[src/rtl/pwm_pcm_pkg.sv]
// Shared types and constants for the PWM -> PCM demodulator.
// Frame constants below describe the default 16-bit build.
package pwm_pcm_pkg;

    typedef enum logic {
        SEEK  = 1'b0,
        TRACK = 1'b1
    } state_t;

    localparam int W_DEFAULT = 16;
    localparam int FRAME_LEN = 2 ** W_DEFAULT;
    localparam int PCM_MIN   = -(2 ** (W_DEFAULT - 1));
    localparam int PCM_MAX   = (2 ** (W_DEFAULT - 1)) - 1;

endpackage

[src/rtl/pwm_sync_edge.sv]
// Synchroniser, optional majority-of-3 deglitch and rising-edge detect.
// Deglitch filter is built when PWM_TO_PCM_DEGLITCH_EN is defined.
module pwm_sync_edge #(
    parameter int SYNC_STAGES = 2
) (
    input  logic clk,
    input  logic rst_n,
    input  logic pwm_in,
    output logic pwm_s,
    output logic rise
);

    logic [SYNC_STAGES-1:0] sync_q;
    logic                   lvl;
    logic                   lvl_d;

    // Bring the asynchronous PWM input into the clk domain.
    always_ff @(posedge clk or negedge rst_n) begin
        if (!rst_n) begin
            sync_q <= '0;
        end else begin
            sync_q <= {sync_q[SYNC_STAGES-2:0], pwm_in};
        end
    end

`ifdef PWM_TO_PCM_DEGLITCH_EN
    logic [1:0] hist;

    // Keep the two previous synchronised samples for the vote.
    always_ff @(posedge clk or negedge rst_n) begin
        if (!rst_n) begin
            hist <= '0;
        end else begin
            hist <= {hist[0], sync_q[SYNC_STAGES-1]};
        end
    end

    assign lvl = (sync_q[SYNC_STAGES-1] & hist[0]) |
                 (sync_q[SYNC_STAGES-1] & hist[1]) |
                 (hist[0] & hist[1]);
`else
    assign lvl = sync_q[SYNC_STAGES-1];
`endif

    // Delayed level for rising-edge detection.
    always_ff @(posedge clk or negedge rst_n) begin
        if (!rst_n) begin
            lvl_d <= 1'b0;
        end else begin
            lvl_d <= lvl;
        end
    end

    assign pwm_s = lvl;
    assign rise  = lvl & ~lvl_d;

endmodule

[src/rtl/pwm_to_pcm.sv]
// PWM -> signed PCM demodulator: counts high cycles over 2**W-cycle frames.
// Option macro: PWM_TO_PCM_DEGLITCH_EN (majority-of-3 input filter).
module pwm_to_pcm
    import pwm_pcm_pkg::*;
#(
    parameter int W           = W_DEFAULT,
    parameter int SYNC_STAGES = 2
) (
    input  logic         clk,
    input  logic         rst_n,
    input  logic         pwm_in,
    output logic [W-1:0] pcm_out,
    output logic         pcm_valid,
    input  logic         pcm_ready,
    output logic         locked,
    output logic         overrun,
    input  logic         clr_flags
);

    state_t       state;
    state_t       state_nxt;
    logic         pwm_s;
    logic         rise;
    logic [W-1:0] frame_cnt;
    logic [W:0]   high_cnt;
    logic [W:0]   high_final;
    logic [W-1:0] sample;
    logic         restart;
    logic         mid_rise;
    logic         frame_end;
    logic         ovr_set;

    pwm_sync_edge #(
        .SYNC_STAGES(SYNC_STAGES)
    ) u_sync (
        .clk   (clk),
        .rst_n (rst_n),
        .pwm_in(pwm_in),
        .pwm_s (pwm_s),
        .rise  (rise)
    );

    // State register.
    always_ff @(posedge clk or negedge rst_n) begin
        if (!rst_n) begin
            state <= SEEK;
        end else begin
            state <= state_nxt;
        end
    end

    // Next state: leave SEEK on the first rising edge, then track forever.
    always_comb begin
        state_nxt = state;
        unique case (state)
            SEEK:    if (rise) state_nxt = TRACK;
            TRACK:   state_nxt = TRACK;
            default: state_nxt = SEEK;
        endcase
    end

    // FSM outputs: frame restart, mid-frame edge and frame completion.
    always_comb begin
        mid_rise  = (state == TRACK) && rise && (frame_cnt != '0);
        restart   = ((state == SEEK) && rise) || mid_rise;
        frame_end = (state == TRACK) && (frame_cnt == '1) && !mid_rise;
    end

    // Final count includes the current cycle; full-high frame saturates.
    assign high_final = high_cnt + {{W{1'b0}}, pwm_s};
    assign sample     = high_final[W] ? {1'b0, {(W-1){1'b1}}}
                                      : {~high_final[W-1], high_final[W-2:0]};
    assign ovr_set    = frame_end && pcm_valid && !pcm_ready;

    // Frame and high-cycle counters; frame_cnt holds the current cycle index.
    always_ff @(posedge clk or negedge rst_n) begin
        if (!rst_n) begin
            frame_cnt <= '0;
            high_cnt  <= '0;
        end else if (restart) begin
            frame_cnt <= W'(1);
            high_cnt  <= (W+1)'(1);
        end else if (state == TRACK) begin
            frame_cnt <= frame_cnt + W'(1);
            high_cnt  <= frame_end ? '0 : high_final;
        end
    end

    // Lock indication: set by a complete frame, cleared by a mid-frame edge.
    always_ff @(posedge clk or negedge rst_n) begin
        if (!rst_n) begin
            locked <= 1'b0;
        end else if (mid_rise) begin
            locked <= 1'b0;
        end else if (frame_end) begin
            locked <= 1'b1;
        end
    end

    // Output register with valid/ready; a full register drops new samples.
    always_ff @(posedge clk or negedge rst_n) begin
        if (!rst_n) begin
            pcm_out   <= '0;
            pcm_valid <= 1'b0;
        end else if (frame_end && !ovr_set) begin
            pcm_out   <= sample;
            pcm_valid <= 1'b1;
        end else if (pcm_valid && pcm_ready) begin
            pcm_valid <= 1'b0;
        end
    end

    // Sticky overrun; a new event wins over a clear.
    always_ff @(posedge clk or negedge rst_n) begin
        if (!rst_n) begin
            overrun <= 1'b0;
        end else begin
            overrun <= ovr_set | (overrun & ~clr_flags);
        end
    end

endmodule

[config.mk]
export PLATFORM = sky130hd
export DESIGN_NAME = pwm_to_pcm
export DESIGN_NICKNAME = d
export VERILOG_FILES = /design/src/rtl/pwm_pcm_pkg.sv /design/src/rtl/pwm_sync_edge.sv /design/src/rtl/pwm_to_pcm.sv
export SDC_FILE = /design/constraint.sdc
export NUM_CORES = 1
export LEC_CHECK = 0
export BUFFER_PORTS_ARGS = -buffer_cell sky130_fd_sc_hd__buf_2
export CAP_MARGIN = 0
export CORE_AREA = 3 3 78 80
export DETAILED_ROUTE_END_ITERATION = 6
export DIE_AREA = 0 0 81 83
export PLACE_DENSITY = 0.73
export SYNTH_ARGS = -nofsm -noshare
export SYNTH_HDL_FRONTEND = slang
export SYNTH_SLANG_ARGS = --single-unit
[constraint.sdc]
create_clock -name clk -period 2.2 [get_ports clk]
set_input_delay 0.22 -clock clk [delete_from_list [all_inputs] [get_ports clk]]
set_output_delay 0.22 -clock clk [all_outputs]
set_load 0.05 [all_outputs]
==> results by group, run 1 <==
Run status
  – Status: finished clean

STA
  – Slew of the pin with the lowest slew margin: 680.7 ps
  – Minimum clock period: 2129 ps
  – Worst rel slew slack: 54.58%
  – Final Max Tran Viols: 0
  – Final Hold Violating Endpoints: 0
  – Worst clock skew: 5.430 ps
  – Part of the cycle the worst path needs: 96.76%
  – Achievable frequency: 0.4698 GHz
  – Total negative slack: 0 ps
  – Setup violators final: 0
  – Worst Setup Slack, final: 71.24 ps

Synthesis
  – Main synth FF type: dfrtp_1
  – Synth cell types: 42
  – Sequential share of the synthesized area: 49.27%
  – Netlist Area Pre-Place: 2844 um2
  – FF+latch count, synth: 56
  – Post-synth EDFFs: 0
  – Syn Area/Cell: 9.544 um2
  – Net Count, Synth: 307
  – Async SR Flop Fraction: 100.0%
  – Synth warn: 0
  – Cells after synthesis: 298

Clock network
  – Clock buffer depth: 2
  – H-tree Lvls: 2
  – Clock buffer count from CTS: 5
  – Clk Latency, worst-skew pair: 310 ps
  – Clock sinks: 56
  – CTS tree: yes
  – Root Driver: clkbuf_8
  – Reg clk slew, reported paths: 90 ps

Placement
  – HPWL after DPL: 4237 um
  – # port buffers: 23
  – Worst slack, placed: -26.40 ps
  – GP Congestion: 0.8639

Worst setup path
  – Element type at the critical path start: flop
  – Worst setup EP type: flop
  – Crit Path Category: flop to flop
  – WP data required: 2400 ps
  – Maximum fanout along the worst path: 7
  – Data arrival time at the worst-slack endpoint: 2330 ps

Final layout
  – Final Util: 59.85%
  – Layout cells sized above 1: 20.24%
  – Fin nets: 340
  – Area grow syn2layout: 15.18%
  – Fill cells: 481
  – Ant diodes: 0

Pwr
  – LEAKAGE: 0.001306 uW
  – Max IR drop VDD: 0.0004438 V
  – Pwr per Cell Area: 685.0 nW/um2

Floorplanning
  – DIE AREA: 6723 um2
  – Top Ports: 24
  – FP Rows: 27
  – Core area: 5473 um2
  – Die H: 83 um
  – Chip Width: 81 um
  – Starting Density: 51.97%

Drt
  – DR vias/cell: 5.608
  – # DRC: 0
  – Initial DRC count: 133
  – Total wire length: 6162 um
  – Number of antenna-violating nets in the routed design: 0
  – DR WL/cell: 15.29 um
  – TritonRoute pass-1 iters: 4
  – Vias: 2260

Job
  – Maxcap violations: 0

Global routing
  – Largest net degree at the start of global routing: 57
  – First-pass GRT wire length: 10550 um
  – Number of global-route vias before repair: 2249
  – Antenna violations before repair: 0
  – Total GRT Usage: 19.61%
  – GRT Residual Overflow: 0

Worst hold path
  – Hold Path Class: primary input to flop
cells in the mapped netlist (3+ instances only):
library cell / number / share of area, %
dfrtp_1: 56 / 49
nor2_1: 37 / 4.9
nand2_1: 26 / 3.4
xnor2_1: 19 / 5.9
inv_1: 14 / 1.8
xor2_1: 14 / 4.3
a21oi_1: 13 / 2.3
clkbuf_1: 11 / 1.5
nand3_1: 11 / 1.9
nand4_1: 11 / 2.4
nor3_1: 11 / 1.9
nor4_1: 10 / 2.2
o21ai_0: 8 / 1.4
a211oi_1: 7 / 1.8
and2_1: 4 / 0.88
ha_1: 4 / 1.8
o31ai_1: 4 / 1.1
buf_6: 3 / 1.2
o22a_1: 3 / 0.92
or3_1: 3 / 0.66
per-stage QoR:
stage / power, uW / std cells / hold slack (ps) / instance area, um2
after floorplan: 1507 / 298 / -75.59 / 2844
after global placement: 1651 / 391 / 243.8 / 3094
after detailed placement: 1664 / 391 / 241.7 / 3094
after CTS: 2192 / 399 / 6.371 / 3182
after global routing: 2373 / 403 / 95.63 / 3276
final: 2244 / 403 / 82.19 / 3276
critical path, stage by stage, from the launching register on:
cell and delay (ps):
dfrtp_1 420, ha_1 230, nand4_1 120, or3_4 420, a2111oi_4 330, buf_6 180
mux2_2 330
layout make-up:
class                   instances  area [um2]  area share, %
clock buffers                   6       72.57          2.215
clock inverters                 1       5.005         0.1528
inverters                      14       52.55          1.604
multi-input cells             212        1364          41.63
flip-flops and latches         56        1405          42.90
well taps                      72       90.09          2.750
repair buffers                 42       286.5          8.747
registers in the layout (all words and copies together), names as in the netlist:
name / count
high_cnt: 17
frame_cnt: 16
pcm_out: 16
u_sync.sync_q: 2
locked: 1
overrun: 1
pcm_valid: 1
state: 1
u_sync.lvl_d: 1
final timing paths:
| path | startpoint | to | slack, ps | cells after the start |
|---|---|---|---|---|
| worst max register to register | frame_cnt[1] | pcm_out[4] | 70 | 6 |
| min in group asynchronous | rst_n | frame_cnt[11] | 410 | 3 |
| worst min register to register | u_sync.sync_q[0] | u_sync.sync_q[1] | 360 | 0 |
| worst max-delay path | frame_cnt[1] | pcm_out[4] | 70 | 6 |
| max in group asynchronous | rst_n | high_cnt[1] | 1510 | 3 |
| worst min-delay path | clr_flags | overrun | 80 | 2 |
cells in the final DEF, fill, tap and decap left out, types with 2 or more instances in the layout:
cell type,n
buf_2,23
o31ai_1,4
nand2_1,26
o22a_1,3
nor3_1,11
buf_4,14
mux2_2,2
a211oi_1,7
nor2_1,36
nand3_1,11
a31oi_1,2
dfrtp_2,3
nand2b_1,2
and3_1,2
dfrtp_1,53
xor2_1,14
nor2b_1,2
ha_1,2
inv_1,13
nand4_1,11
a21oi_1,13
o21ai_0,8
o21a_1,2
nor4_1,6
ha_2,2
or3_1,2
and2_1,3
xnor2_1,19
nor4_2,4
clkbuf_8,5
dlygate4sd3_1,2
power by group:
part	switching, uW	internal, uW
Combinational	263	240
Sequential	102	1110
Clock	314	217
cell families after synthesis:
| family | count (synthesis) | synth area share (%) |
|---|---|---|
| multiplexers | 3 | 1.144 |
| buffers and inverters | 30 | 4.839 |
| XOR/XNOR | 33 | 10.16 |
| AO/OA/AOI/OAI | 47 | 11.48 |
| adder cells (fa/ha/maj) | 4 | 1.760 |
| flip-flops | 56 | 49.27 |
| AND/OR/NAND/NOR | 125 | 21.34 |
repair_timing:
| action | CTS | global route |
|---|---|---|
| buffers inserted | 0 | 4 |
| setup endpoints to repair | 12 | 29 |
| hold endpoints to repair | 56 | 1 |
| gates cloned | 0 | 0 |
| hold buffers | 1 | 1 |
| gates resized for setup | 0 | 19 |
| pin swaps | 2 | 1 |
routing by layer:
metal / vias to the layer above / share of wire [%] / track usage, %
met1: 1104 / 46 / 27.42
met3: 8 / 4.0 / 3.471
li1: 1094 / - / -
met2: 54 / 49 / 30.84
met4: 0 / 1.2 / 6.144
met5: - / 0 / 0
Power figures use the tool's default switching activity.
==> run 2, diff against run 1 <==
--- a/config.mk
+++ b/config.mk
@@ -7,10 +7,12 @@
 export LEC_CHECK = 0
 export BUFFER_PORTS_ARGS = -buffer_cell sky130_fd_sc_hd__buf_2
 export CAP_MARGIN = 0
-export CORE_AREA = 3 3 78 80
+export CORE_AREA = 3 3 76 78
+export CTS_BUF_LIST = sky130_fd_sc_hd__clkbuf_8
+export CTS_CLUSTER_SIZE = 25
 export DETAILED_ROUTE_END_ITERATION = 6
-export DIE_AREA = 0 0 81 83
-export PLACE_DENSITY = 0.73
+export DIE_AREA = 0 0 79 81
+export PLACE_DENSITY = 0.76
 export SYNTH_ARGS = -nofsm -noshare
 export SYNTH_HDL_FRONTEND = slang
 export SYNTH_SLANG_ARGS = --single-unit
==> run 2 against run 1 <==
Net effect:
- the flow now finishes with violations (setup timing)
- highest routed layer unchanged
- critical path depth grew 1
- flip-flop and latch count stayed put
- clock power rose by 48%
==> results by group, run 2 (synthesis gave the netlist of run 1 again) <==
Worst setup path
  – R2R depth: 7
  – Maximum fanout along the worst path: 15
  – Worst path cell trace: buf_4 -> nor4_1 -> nand4_1 -> or2_2 -> and2_1 -> buf_12 -> o31ai_1
  – WP data required: 2430 ps
  – Crit Path Category: flop to flop
  – Worst r2r src: frame_cnt[3]
  – CP max stage cell: dfrtp_1
  – Data arrival time at the worst-slack endpoint: 2430 ps
  – Worst setup EP type: flop
  – Crit-path max cell delay: 470 ps
  – R2R setup slack: -9 ps
  – Element type at the critical path start: flop
  – Worst reg2reg path endpoint: high_cnt[6]

STA
  – Part of the cycle the worst path needs: 100.4%
  – Final hold slack: 82.24 ps
  – Minimum clock period: 2209 ps
  – Final Max Tran Viols: 0
  – Setup violators final: 1
  – Worst Setup Slack, final: -8.825 ps
  – RSZ-0062 raised after global routing: yes
  – Final Hold Violating Endpoints: 0
  – Slew of the pin with the lowest slew margin: 742.2 ps
  – Achievable frequency: 0.4527 GHz
  – Worst rel slew slack: 50.47%
  – Worst clock skew: 5.373 ps

Pwr
  – Pwr per Cell Area: 762.9 nW/um2
  – Seq pwr share: 47.7%
  – Sw Ratio: 28.55%
  – LEAKAGE: 0.001343 uW
  – Clk pwr share: 30.7%
  – NetSw: 729.5 uW
  – Gate power share: 21.6%
  – Pint: 1826 uW
  – Max IR drop VDD: 0.0005632 V

Final layout
  – Top reg by flops: high_cnt
  – Fin area: 3349 um2
  – Most frequent cells in the layout: dfrtp_1 (53), nor2_1 (37), nand2_1 (26)
  – Largest registers: high_cnt x17, frame_cnt x16, pcm_out x16
  – Final non-filler cell total: 404
  – Final Util: 65.17%
  – Layout cells sized above 1: 20.96%
  – Ant diodes: 0
  – Fill cells: 436
  – Most common cell after layout, fill and taps aside: dfrtp_1
  – Max reg flops: 17
  – Fin nets: 343
  – Area grow syn2layout: 17.77%

Global routing
  – Total GRT Usage: 21.26%
  – Antenna violations before repair: 0
  – Largest net degree at the start of global routing: 30
  – GRT Residual Overflow: 0
  – First-pass GRT wire length: 10630 um
  – Number of global-route vias before repair: 2235

Drt
  – # DRC: 0
  – Total wire length: 6334 um
  – Vias: 2265
  – DR WL/cell: 15.68 um
  – Number of antenna-violating nets in the routed design: 0
  – Initial DRC count: 173
  – TritonRoute pass-1 iters: 5
  – DR vias/cell: 5.606

Placement
  – Dpl cells: 391
  – # port buffers: 23
  – HPWL after DPL: 4331 um
  – DP Area: 3107 um2
  – GP Congestion: 0.8593
  – Worst slack, placed: -73.88 ps

Floorplanning
  – Die H: 81 um
  – FP Rows: 26
  – Starting Density: 55.33%
  – Chip Width: 79 um
  – Core area: 5140 um2
  – Top Ports: 24
  – DIE AREA: 6399 um2

Run status
  – Status: finished, violations left
  – Failing checks: setup timing

Clock network
  – Clock sinks: 56
  – Clock buffer depth: 2
  – CTS tree: yes
  – H-tree Lvls: 2
  – Reg clk slew, reported paths: 100 ps
  – Clk Latency, worst-skew pair: 320 ps
  – Root Driver: clkbuf_8
  – Clock buffer count from CTS: 5

Worst hold path
  – Hold Path Class: primary input to flop
  – Worst hold endpoint: overrun
  – Worst hold path startpoint: clr_flags
  – Hold Path Stages: 2

Job
  – Maxcap violations: 0
## run 2: layer usage
metal / vias up / part of all wire, % / global-route usage (%)
met1: 1095 / 46 / 29.26
met5: - / 0 / 0
met2: 54 / 48 / 34.01
met4: 0 / 1.9 / 7.904
met3: 10 / 3.2 / 3.548
li1: 1106 / - / -
## run 2: what timing repair did
action	CTS	global route
gates resized for setup	2	16
buffers inserted	1	2
hold endpoints to repair	28	0
hold buffers	2	0
pin swaps	1	2
cloned	0	1
endpoints found under the setup margin	16	30
## run 2: cell type report
cell class / instances / area [um2] / share of cell area (%)
well taps: 70 / 87.58 / 2.615
multi-input cells: 212 / 1360 / 40.61
inverters: 14 / 52.55 / 1.569
clock inverters: 2 / 60.06 / 1.793
clock buffers: 5 / 68.82 / 2.055
flip-flops and latches: 56 / 1405 / 41.95
repair buffers: 45 / 315.3 / 9.414
## run 2: worst max-delay path: cells and delay by family (launching register included)
kind                   cells  cell delay (ps)
AOI/OAI and AO/OA          1              230
buffers and inverters      2              340
DFF                        1              470
and+or+nand+nor            4             1090
## run 2: stage by stage
stage	setup TNS (ps)	power, uW
2_1_floorplan	0	1507
3_3_place_gp	0	1665
3_5_place_dp	-593.2	1685
4_1_cts	0	2491
5_1_grt	-2960	2688
6_report	-8.825	2555
## run 2: how the worst max path moves through the flow
stage / from / to / slack [ps] / depth (start not counted)
2_1_floorplan: frame_cnt[0] / pcm_out[3] / 70 / 8
3_3_place_gp: frame_cnt[0] / pcm_out[6] / 80 / 9
3_5_place_dp: frame_cnt[0] / pcm_out[2] / -70 / 9
4_1_cts: frame_cnt[0] / pcm_out[10] / 8 / 9
5_1_grt: frame_cnt[3] / high_cnt[7] / -190 / 7
6_report: frame_cnt[3] / high_cnt[6] / -9 / 7
## run 2: power groups by stage
stage               sequential [uW]  combinational, uW  clock (uW)
CTS                            1210                486         799
detailed placement             1220                465           0
floorplan                      1180                328           0
global route                   1230                614         842
finish                         1220                551         786
global placement               1210                452           0
==> run 3, diff against run 2 <==
--- a/config.mk
+++ b/config.mk
@@ -7,12 +7,11 @@
 export LEC_CHECK = 0
 export BUFFER_PORTS_ARGS = -buffer_cell sky130_fd_sc_hd__buf_2
 export CAP_MARGIN = 0
-export CORE_AREA = 3 3 76 78
+export CORE_AREA = 3 3 102 104
 export CTS_BUF_LIST = sky130_fd_sc_hd__clkbuf_8
 export CTS_CLUSTER_SIZE = 25
 export DETAILED_ROUTE_END_ITERATION = 6
-export DIE_AREA = 0 0 79 81
-export PLACE_DENSITY = 0.76
+export DIE_AREA = 0 0 105 107
 export SYNTH_ARGS = -nofsm -noshare
 export SYNTH_HDL_FRONTEND = slang
 export SYNTH_SLANG_ARGS = --single-unit
==> run 3 against run 2 <==
Net effect:
- combinational power shrank 3%
- clock power down 13%
- the flow now finishes without violations
- power fell by 5.1%
- wire length grew 0.98%
- hold slack improved by 14 ps
- global-route usage down 8.9 points
- via count shrank 0.22%
- worst setup slack improved by 120 ps
- clock skew up 6.9 ps
- sequential share of layout area decreased by 1.5 points
- register-to-register slack improved by 120 ps
- cell count rose by 19%
==> results by group, run 3 (synthesis gave the netlist of run 1 again) <==
Job
  – Maxcap violations: 0

Floorplanning
  – Chip Width: 105 um
  – Starting Density: 29.50%
  – FP Rows: 36
  – DIE AREA: 11240 um2
  – Core area: 9639 um2
  – Die H: 107 um
  – Top Ports: 24

Drt
  – DR vias/cell: 4.718
  – Number of antenna-violating nets in the routed design: 0
  – DR WL/cell: 13.35 um
  – # DRC: 0
  – TritonRoute pass-1 iters: 4
  – Initial DRC count: 142
  – Vias: 2260
  – Total wire length: 6396 um

Placement
  – DP Area: 3283 um2
  – # port buffers: 23
  – HPWL after DPL: 4660 um
  – GP Congestion: 0.8244

Worst setup path
  – WP data required: 2400 ps
  – Maximum fanout along the worst path: 9
  – Crit Path Category: flop to flop
  – Element type at the critical path start: flop
  – Worst setup EP type: flop
  – Data arrival time at the worst-slack endpoint: 2290 ps

Global routing
  – First-pass GRT wire length: 11390 um
  – GRT Residual Overflow: 0
  – Total GRT Usage: 12.39%
  – Largest net degree at the start of global routing: 22
  – Number of global-route vias before repair: 2319
  – Antenna violations before repair: 0

Clock network
  – H-tree Lvls: 2
  – Clock buffer depth: 2
  – Clock sinks: 56
  – CTS tree: yes
  – Root Driver: clkbuf_8
  – Reg clk slew, reported paths: 100 ps
  – Clk Latency, worst-skew pair: 320 ps
  – Clock buffer count from CTS: 5

STA
  – Final Max Tran Viols: 0
  – RSZ-0062 raised after global routing: no
  – Setup violators final: 0
  – Minimum clock period: 2084 ps
  – Part of the cycle the worst path needs: 94.72%
  – Worst clock skew: 12.25 ps
  – Slew of the pin with the lowest slew margin: 746.6 ps
  – Worst rel slew slack: 50.18%
  – Final Hold Violating Endpoints: 0
  – Total negative slack: 0 ps
  – Achievable frequency: 0.4799 GHz

Pwr
  – Pint: 1711 uW
  – Gate power share: 21.9%
  – Pwr per Cell Area: 700.4 nW/um2
  – LEAKAGE: 0.001381 uW
  – Seq pwr share: 49.8%
  – Sw Ratio: 29.46%
  – Clk pwr share: 28.3%
  – Max IR drop VDD: 0.0002806 V
  – NetSw: 714.7 uW

Final layout
  – Largest registers: high_cnt x17, frame_cnt x16, pcm_out x16
  – Area grow syn2layout: 21.78%
  – Reg area: 1401 um2
  – Max reg flops: 17
  – Fin nets: 354
  – Multi-input gate area: 1339 um2
  – Fill cells: 1010
  – Most frequent cells in the layout: dfrtp_1 (56), nor2_1 (37), buf_4 (29)
  – Layout cells sized above 1: 21.97%
  – Final Util: 35.93%
  – Most common cell after layout, fill and taps aside: dfrtp_1
  – Fin area: 3463 um2
  – Ant diodes: 0
  – Top reg by flops: high_cnt

Worst hold path
  – Hold Path Class: primary input to flop

Run status
  – Status: finished clean
-- run 3: cell count changes in the layout (fill, tap and decap cells not counted), sizes merged --
cell / previous run / this run
buf: 43 / 54
bufinv: 2 / 1
clkinv: 0 / 1
clkinvlp: 0 / 1
-- run 3: stage by stage --
step	hold slack, ps	cells	setup WS (ps)	total power (uW)
6_report	96.21	479	116.2	2426
5_1_grt	83.39	479	2.381	2566
4_1_cts	79.09	478	36.90	2437
3_5_place_dp	216.8	467	2.859	1722
3_3_place_gp	212.9	467	51.22	1715
2_1_floorplan	-75.59	298	70.99	1507
-- run 3: final timing paths --
| check | startpoint | to | slack [ps] | cells after the start |
|---|---|---|---|---|
| worst max-delay path | frame_cnt[0] | pcm_out[2] | 120 | 8 |
| worst min-delay path | clr_flags | overrun | 100 | 2 |
| worst max register to register | frame_cnt[0] | pcm_out[2] | 120 | 8 |
| worst min register to register | u_sync.sync_q[0] | u_sync.sync_q[1] | 360 | 0 |
| max in group asynchronous | rst_n | high_cnt[15] | 1170 | 3 |
| min in group asynchronous | rst_n | high_cnt[5] | 390 | 2 |
-- run 3: power by group through the flow --
stage	combinational, uW	clock [uW]	sequential [uW]
floorplan	328	0	1180
global placement	500	0	1220
detailed placement	505	0	1220
CTS	520	717	1200
global route	597	747	1220
finish	532	687	1210
-- run 3: per-layer routing --
| metal | GRT usage, % | up-vias | share of wire (%) |
|---|---|---|---|
| met5 | 0 | - | 0 |
| met4 | 5.717 | 0 | 2.8 |
| met3 | 1.866 | 12 | 2.9 |
| met2 | 19.02 | 42 | 43 |
| met1 | 17.24 | 1081 | 51 |
| li1 | - | 1125 | - |
-- run 3: area by class of cell --
| type | instances | area share [%] |
|---|---|---|
| Inverter | 14 | 1.517 |
| Tap cell | 133 | 4.805 |
| Clock inverter | 3 | 1.228 |
| Clock buffer | 5 | 1.987 |
| Sequential cell | 56 | 40.46 |
| Multi-Input combinational cell | 212 | 38.66 |
| Timing Repair Buffer | 56 | 11.34 |
-- run 3: critical path, stage by stage (launching register included) --
cell and delay, ps:
dfrtp_1 400, ha_1 200, nand4_1 110, or3_1 430, a2111oi_4 280, buf_4 210, and2_4 160, buf_12 120
a21oi_1 60
-- run 3: repair_timing --
item	CTS	global route
endpoints found under the hold margin	20	0
pin swaps	1	2
gates resized for setup	1	7
setup endpoints to repair	9	17
buffers inserted	1	1
hold buffers	2	0
